===== src/rtl/relu_pkg.sv =====
// Shared types and the ReLU select function for the relu_binary_clk datapath.
// RELU_CLIP_EN selects the bounded ReLU variant of relu_f.
package relu_pkg;

  localparam int DEFAULT_DATA_W = 8;

  typedef logic signed [DEFAULT_DATA_W-1:0] data_t;

`ifdef RELU_CLIP_EN
  // Bounded ReLU: the sign bit forces zero; non-negative values saturate at clip.
  function automatic data_t relu_f(input data_t x, input data_t clip);
    data_t y;
    if (x[DEFAULT_DATA_W-1]) begin
      y = '0;
    end else if (x > clip) begin
      y = clip;
    end else begin
      y = x;
    end
    return y;
  endfunction
`else
  function automatic data_t relu_f(input data_t x);
    return x[DEFAULT_DATA_W-1] ? data_t'(0) : x;
  endfunction
`endif

endpackage


===== src/rtl/relu_core.sv =====
// Combinational ReLU: sign-bit select, plus an upper clamp when RELU_CLIP_EN is defined.
module relu_core
  import relu_pkg::*;
#(
  parameter int DATA_W = DEFAULT_DATA_W
`ifdef RELU_CLIP_EN
  ,
  parameter int CLIP_VAL = 127
`endif
) (
  input  logic [DATA_W-1:0] in_data,
  output logic [DATA_W-1:0] out_data
);

`ifdef RELU_CLIP_EN
  localparam logic [DATA_W-1:0] CLIP_W = DATA_W'(CLIP_VAL);
`endif

  generate
    if (DATA_W == DEFAULT_DATA_W) begin : g_pkg
`ifdef RELU_CLIP_EN
      always_comb out_data = relu_f(data_t'(in_data), data_t'(CLIP_W));
`else
      always_comb out_data = relu_f(data_t'(in_data));
`endif
    end else begin : g_generic
      // Non-default widths cannot use the fixed-width package type.
      always_comb begin
        out_data = in_data[DATA_W-1] ? '0 : in_data;
`ifdef RELU_CLIP_EN
        if (!in_data[DATA_W-1] && (in_data > CLIP_W)) begin
          out_data = CLIP_W;
        end
`endif
      end
    end
  endgenerate

endmodule


===== src/rtl/relu_binary_clk.sv =====
// Registered ReLU with a LATENCY-deep register chain and asynchronous active-high reset.
// Defining RELU_CLIP_EN turns on the CLIP_VAL upper clamp; latency is unchanged.
module relu_binary_clk
  import relu_pkg::*;
#(
  parameter int DATA_W   = DEFAULT_DATA_W,
  parameter int LATENCY  = 1,
  parameter int CLIP_VAL = 127
) (
  input  logic              clk,
  input  logic              reset,
  input  logic [DATA_W-1:0] in_data,
  output logic [DATA_W-1:0] out_data
);

  generate
    if (LATENCY < 1 || LATENCY > 4) begin : g_bad_latency
      $error("relu_binary_clk: LATENCY must be in 1..4");
    end
    if (CLIP_VAL < 1 || CLIP_VAL > (2 ** (DATA_W - 1)) - 1) begin : g_bad_clip
      $error("relu_binary_clk: CLIP_VAL must be in 1..2^(DATA_W-1)-1");
    end
  endgenerate

  logic [DATA_W-1:0] relu_y;

  relu_core #(
    .DATA_W  (DATA_W)
`ifdef RELU_CLIP_EN
    ,
    .CLIP_VAL(CLIP_VAL)
`endif
  ) u_core (
    .in_data (in_data),
    .out_data(relu_y)
  );

  // Stage 0 captures the ReLU result directly, so LATENCY=1 is a single register.
  genvar g;
  generate
    for (g = 0; g < LATENCY; g++) begin : g_stage
      logic [DATA_W-1:0] stage_d;
      logic [DATA_W-1:0] stage_q;

      if (g == 0) begin : g_first
        always_comb stage_d = relu_y;
      end else begin : g_next
        always_comb stage_d = g_stage[g-1].stage_q;
      end

      always_ff @(posedge clk or posedge reset) begin
        if (reset) begin
          stage_q <= '0;
        end else begin
          stage_q <= stage_d;
        end
      end
    end
  endgenerate

  assign out_data = g_stage[LATENCY-1].stage_q;

endmodule


===== config.mk =====
export PLATFORM = sky130hd
export DESIGN_NAME = relu_binary_clk
export DESIGN_NICKNAME = d
export VERILOG_FILES = /design/src/rtl/relu_pkg.sv /design/src/rtl/relu_core.sv /design/src/rtl/relu_binary_clk.sv
export SDC_FILE = /design/constraint.sdc
export NUM_CORES = 1
export LEC_CHECK = 0
export BUFFER_PORTS_ARGS = -buffer_cell sky130_fd_sc_hd__buf_2
export CAP_MARGIN = 20
export CORE_AREA = 5 5 42 44
export DETAILED_ROUTE_END_ITERATION = 8
export DIE_AREA = 0 0 47 49
export PLACE_DENSITY_LB_ADDON = 0.1
export SYNTH_ARGS = -nofsm -noshare
export SYNTH_HDL_FRONTEND = slang
export SYNTH_HIERARCHICAL = 1
export SYNTH_SLANG_ARGS = --single-unit

===== constraint.sdc =====
create_clock -name clk -period 0.8 [get_ports clk]
set_input_delay 0.04 -clock clk [delete_from_list [all_inputs] [get_ports clk]]
set_output_delay 0.04 -clock clk [all_outputs]
set_load 0.05 [all_outputs]

# == Word level (Yosys, flattened, before mapping) ==
# Cells that the tools add are included.
# classes
n_mux,1
# op_table
operator,count
$mux 7,1
# word_totals
register_bits,8
in_bits,10
output_inout_bits,8
elab_cells,2

# == Logic depth before layout (Yosys ltp) ==
# Gate-level depths: netlist of the first run.
# depth
word_depth,1
ltp_mapped,1
mapped_depth_nobuf,1

# == Hierarchy ==
# Netlist of the first run, hierarchy kept.
# modules_own_cells
module,n_inst,cells_per_inst,area_each_um2,seq_area_each_um2
relu_binary_clk,1,9,203.9,200.2
relu_core,1,9,55.1,0.0

# == Least setup slack after synthesis of the first run ==
# No wires, ideal clock.
# synth_path
path_kind,reg-to-output
start,register g_stage[0].stage_q[0] (netlist: out_data[0])
end,output out_data[0]
t_arrival_ns,0.586
required_ns,0.760
path_slack_ns,0.174
stages_incl_launch_ff,1
cell_sequence,dfrtp_1
# synth_rtl
item,line,rtl
start: declaration,relu_binary_clk.sv:43,logic [DATA_W-1:0] stage_q;
start signal: assignment,relu_binary_clk.sv:55,stage_q <= stage_d;
end: declaration,relu_binary_clk.sv:13,output logic [DATA_W-1:0] out_data
# No word-level cell between the ends.

# == Worst setup path in the final report of the first run ==
# layout_path
start,register g_stage[0].stage_q[6] (netlist: out_data[6])
end,output out_data[6]
# No word-level cell between the ends.

==> reports/metrics.cfg, run 1 <==
[layout]
layout-drive-gt1-share_pct = 52.63
stdcell_count = 54
antenna_cells = 0
finalInstanceArea_um2 = 439.2
num-fill-cells = 153
nNetsFinal = 50
area_growth_syn_to_layout_pct = 69.57
finalCoreUtilization_pct = 31.34
largest_register_ffs = 8

[sta]
finalWorstSetupSlack_ps = -10.09
period_needed_ps = 810.1
hold_slack_ps = 9.598
finalCritPeriodShare_pct = 101.3
hold_viol = 0
grt_setup_unrepaired = true
setup_violations = 8
slew_viol_final = 0
max_clock_freq_ghz = 1.234

[grt]
grt.total_usage_pct = 5.248
grt_util_met2_pct = 6.787
grt-busiest-layer = met2
grt_pass1_wl_um = 793
grt_util_met3_pct = 2.214
grt_antenna_before_repair = 0
grt_pass1_vias = 191
grt_overflow = 0
grt_use_met1_pct = 5.843
grt_start_max_net_pins = 9

[drt]
wl_per_cell_um = 9.370
drt_pass1_iterations = 2
wl_um = 506
drcViolationCount = 0
antenna_left = 0
viasPerCell = 3.574
first_iter_violations = 2
vias = 193

[synthesis]
synth_top_area_share_pct = 77.29
syn-num-nets = 28
ys.flop_type = dfrtp_1
yosys-top-cells-area = dfrtp_1 (77%), nor2b_1 (17%), buf_4 (2.9%)
netlist_area_um2 = 259.0
synth_top_area_cell = dfrtp_1
async_reset_ff_share_pct = 100.0
synth_most_common_cell = dfrtp_1
synth_edf_count = 0
avgSynthCellArea_um2 = 14.39
synthCells = 18
yosys_register_bits = 8
ys_warn_count = 6
synth_commonest_cells = dfrtp_1 (8), nor2b_1 (7), buf_4 (1), conb_1 (1), inv_1 (1)
netlist-cell-type-count = 5
yosysSeqAreaShare_pct = 77.29

[floorplanning]
num_rows = 14
die_w_um = 47
ios = 18
core_mm2 = 0.001401
die_area_mm2 = 0.002303
initial_utilization_pct = 18.48
die_y_um = 49

[clock_network]
h-tree-depth = 1
post_cts_buffers = 0
numCtsBuffers = 3
clock_path_buffers = 2
clk_pin_slew_ps = 50
cts.sinks = 8
cts_root_buffer = clkbuf_4
cts_tree = done

[worst_setup_path]
required_ps = 760
cp-end-kind = primary output
cp.arrival_ps = 770
crit_slowest_cell = dfrtp_1
cp_max_fo = 1
cp_slowest_stage_delay_ps = 370
start_kind = flop
path_buf_inv = 1
criticalPathCategory = flop to primary output
crit_family = flip-flops
worstPathCellList = buf_6

[min_path]
hp-class = primary input to flop

[flow_run]
max_cap_violations = 0

[placed_design]
place_inst = 50
place_hpwl_um = 424.1
io_buffers = 17
place_area_um2 = 356.6
gp_congestion = 0.5425
pre_cts_ws_ps = 198.0

[power_and_ir_drop]
max-vdd-ir-drop_uv = 620.2
leakage_nw = 0.2279
power_density_mw_per_mm2 = 2060

[run_status]
violations = negative setup slack
status = complete, but fails checks

kinds of logic after synthesis:
logic type	after synthesis	synth area share [%]
buf+inv	2	4.348
other cells	1	1.448
simple gates	7	16.91
flops	8	77.29
routing by layer:
metal  share of wire (%)  up-vias
met5                   0        -
met4                   0        0
met3                  13        0
met2                  56        9
met1                  31       92
li1                    -       92
report_power, final:
group | internal (mW) | switching [mW] | leakage, nW
sequential | 0.426 | 0.00879 | 0.102
clock | 0.171 | 0.128 | 0.0138
combinational | 0.0669 | 0.104 | 0.112
total | 0.664 | 0.241 | 0.228
metrics by stage:
| stage | power (mW) | TNS [ps] |
|---|---|---|
| floorplan | 0.5351 | 0 |
| global placement | 0.5781 | 0 |
| detailed placement | 0.5813 | 0 |
| CTS | 0.9308 | -177.2 |
| global route | 0.9465 | -279.8 |
| finish | 0.9047 | -43.67 |
cell type report:
class | instances | area [µm²] | share of cell area (%)
Clock buffer | 3 | 22.52 | 5.128
Multi-Input combinational cell | 8 | 47.55 | 10.83
Sequential cell | 8 | 200.2 | 45.58
Inverter | 1 | 3.754 | 0.8547
Tap cell | 16 | 20.02 | 4.558
Timing Repair Buffer | 18 | 145.1 | 33.05
final timing paths:
path	start	end	slack, ps	cells after the start
min in group asynchronous	reset	out_data[1]$_DFF_PP0_	280	3
min	in_data[5]	out_data[5]$_DFF_PP0_	10	2
max	out_data[6]$_DFF_PP0_	out_data[6]	-10	1
max in group asynchronous	reset	out_data[5]$_DFF_PP0_	290	3
placed cells by master (no fill, tap or decap):
cell type,count
buf_2,9
nor2b_1,7
dlygate4sd3_1,1
buf_6,8
inv_1,1
conb_1,1
dfrtp_1,8
clkbuf_4,3
what timing repair did:
| item | 4_1_cts | 5_1_grt |
|---|---|---|
| hold buffers | 1 | 0 |
| endpoints found under the hold margin | 8 | 0 |
| gates resized for setup | 16 | 0 |
| pin swaps | 0 | 0 |
| setup endpoints to repair | 8 | 8 |
Note: power is estimated with default switching activity, not from simulation.
==> inputs of run 2 (changes only) <==
- CORE_AREA: 5 5 42 44 -> 3 3 40 42
- DIE_AREA: 0 0 47 49 -> 0 0 43 45
- PLACE_DENSITY_LB_ADDON: 0.1 -> default
==> run 2 against run 1 <==
Against the previous run:
- the run still ends with negative setup slack left
- non-clock buffer count is the same
- hold slack gained 4.0 ps
- sequential cell count unchanged
- critical endpoint unchanged
- largest power group unchanged
==> reports/metrics.cfg, run 2 (same netlist as run 1, synthesis figures left out) <==
[run_status]
status = complete, but fails checks
violations = negative setup slack

[worst_setup_path]
worstPathCellList = buf_6
required_ps = 760  ; about the same
crit_slowest_cell = dfrtp_1
path_buf_inv = 1  ; unchanged
cp_max_fo = 1  ; unchanged
cp_slowest_stage_delay_ps = 380  ; about the same
start_kind = flop
crit_family = flip-flops
cp-end-kind = primary output
cp.arrival_ps = 780  ; about the same
criticalPathCategory = flop to primary output

[layout]
antenna_cells = 0  ; unchanged
area_growth_syn_to_layout_pct = 69.08
num-fill-cells = 142  ; -7.2%
finalCoreUtilization_pct = 34.08  ; +2.7 points
largest_register_ffs = 8  ; unchanged
layout-drive-gt1-share_pct = 52.63  ; unchanged
final_cell_mix = buf_2 (9), dfrtp_1 (8), buf_6 (8), nor2b_1 (7), clkbuf_4 (3)
layout.cells.most_common = buf_2
nNetsFinal = 50  ; unchanged

[power_and_ir_drop]
netSwitchingFraction_pct = 26.42  ; -0.22 points
p_seq_share_pct = 48.3  ; +0.3 points
power_density_mw_per_mm2 = 2060  ; about the same
p_sw_uw = 238.3  ; -1.1%
p_comb_share_pct = 19.0  ; about the same
max-vdd-ir-drop_uv = 758.7  ; +22%
leakage_nw = 0.2279  ; unchanged
clkPwrFrac_pct = 32.7  ; -0.4 points
power.internal_uw = 663.7  ; about the same

[drt]
drt_pass1_iterations = 2  ; unchanged
first_iter_violations = 1  ; -1
wl_per_cell_um = 9.358  ; -0.13%
antenna_left = 0  ; unchanged
vias = 185  ; -4.1%
drcViolationCount = 0  ; unchanged
viasPerCell = 3.491  ; -2.3%
wl_um = 496  ; -2.0%

[floorplanning]
core_mm2 = 0.001285  ; -8.3%
die_area_mm2 = 0.001935  ; -16%
die_w_um = 43  ; -8.5%
die_y_um = 45  ; -8.2%
initial_utilization_pct = 20.16  ; +1.7 points
ios = 18  ; unchanged
num_rows = 13  ; -1

[sta]
setup_violations = 5  ; -3
max_clock_freq_ghz = 1.219  ; -1.3%
hold_viol = 0  ; unchanged
slew_viol_final = 0  ; unchanged
period_needed_ps = 820.5  ; +10.41 ps
finalWorstSetupSlack_ps = -20.50  ; -10.41 ps
finalCritPeriodShare_pct = 102.6  ; +1.3 points
grt_setup_unrepaired = true

[clock_network]
cts_tree = done
numCtsBuffers = 3  ; unchanged
clock_path_buffers = 2  ; unchanged
cts.sinks = 8  ; unchanged
h-tree-depth = 1  ; unchanged
cts_root_buffer = clkbuf_4
post_cts_buffers = 0  ; unchanged
clk_pin_slew_ps = 60  ; about the same

[grt]
grt_start_max_net_pins = 9  ; unchanged
grt_pass1_vias = 179  ; -6.3%
grt_overflow = 0  ; unchanged
grt_pass1_wl_um = 828  ; +4.4%
grt.total_usage_pct = 6.498  ; +1.2 points
grt_antenna_before_repair = 0  ; unchanged

[placed_design]
io_buffers = 17  ; unchanged
gp_congestion = 0.6765  ; +25%
pre_cts_ws_ps = 196.1  ; -1.906 ps

[min_path]
hp-class = primary input to flop

[flow_run]
max_cap_violations = 0  ; unchanged

run 2: cell counts in the layout (fill, tap and decap cells not counted):
No cell type changed its count.
run 2: repair_timing:
| item | 4_1_cts | 5_1_grt |
|---|---|---|
| pin swaps | 0 | 0 |
| hold buffers | 1 | 0 |
| endpoints found under the hold margin | 8 | 0 |
| endpoints found under the setup margin | 8 | 8 |
| gates resized for setup | 16 | 0 |
run 2: final timing paths:
kind / end / start / cells after the start / slack, ps
max: out_data[6] / out_data[6]$_DFF_PP0_ / 1 / -20
min: out_data[5]$_DFF_PP0_ / in_data[5] / 2 / 10
max in group asynchronous: out_data[2]$_DFF_PP0_ / reset / 3 / 290
min in group asynchronous: out_data[7]$_DFF_PP0_ / reset / 3 / 290
run 2: stage by stage:
stage          power [mW]  cells  area, µm²  hold slack [ps]  setup TNS, ps
3_5_place_dp       0.5809     49      355.3           -9.795              0
6_report           0.9020     53      437.9            13.64         -54.69
4_1_cts            0.9184     53      437.9            10.03         -127.6
3_3_place_gp       0.5796     49      355.3           -12.91              0
2_1_floorplan      0.5351     18      259.0           -144.3              0
5_1_grt            0.9409     53      437.9            16.94         -294.1
run 2: area by class of cell:
type	count	area, µm²	area share, %
clock buffer	3	22.52	5.143
inverter	1	3.754	0.8571
multi-input combinational	8	47.55	10.86
sequential	8	200.2	45.71
tap	15	18.77	4.286
timing repair buffer	18	145.1	33.14
run 2: power groups by stage:
stage	clock [mW]	combinational, mW	sequential [mW]
floorplan	0	0.0223	0.513
global placement	0	0.142	0.437
detailed placement	0	0.144	0.437
CTS	0.310	0.173	0.435
global route	0.323	0.180	0.438
finish	0.295	0.171	0.435
run 2: routing by layer:
layer / wire [µm] / vias to the layer above / GRT usage (%)
met5: 0 / - / 0
met4: 0 / 0 / 3.614
met3: 95 / 0 / 6.375
met2: 156 / 18 / 7.485
met1: 244 / 76 / 7.519
li1: - / 91 / -
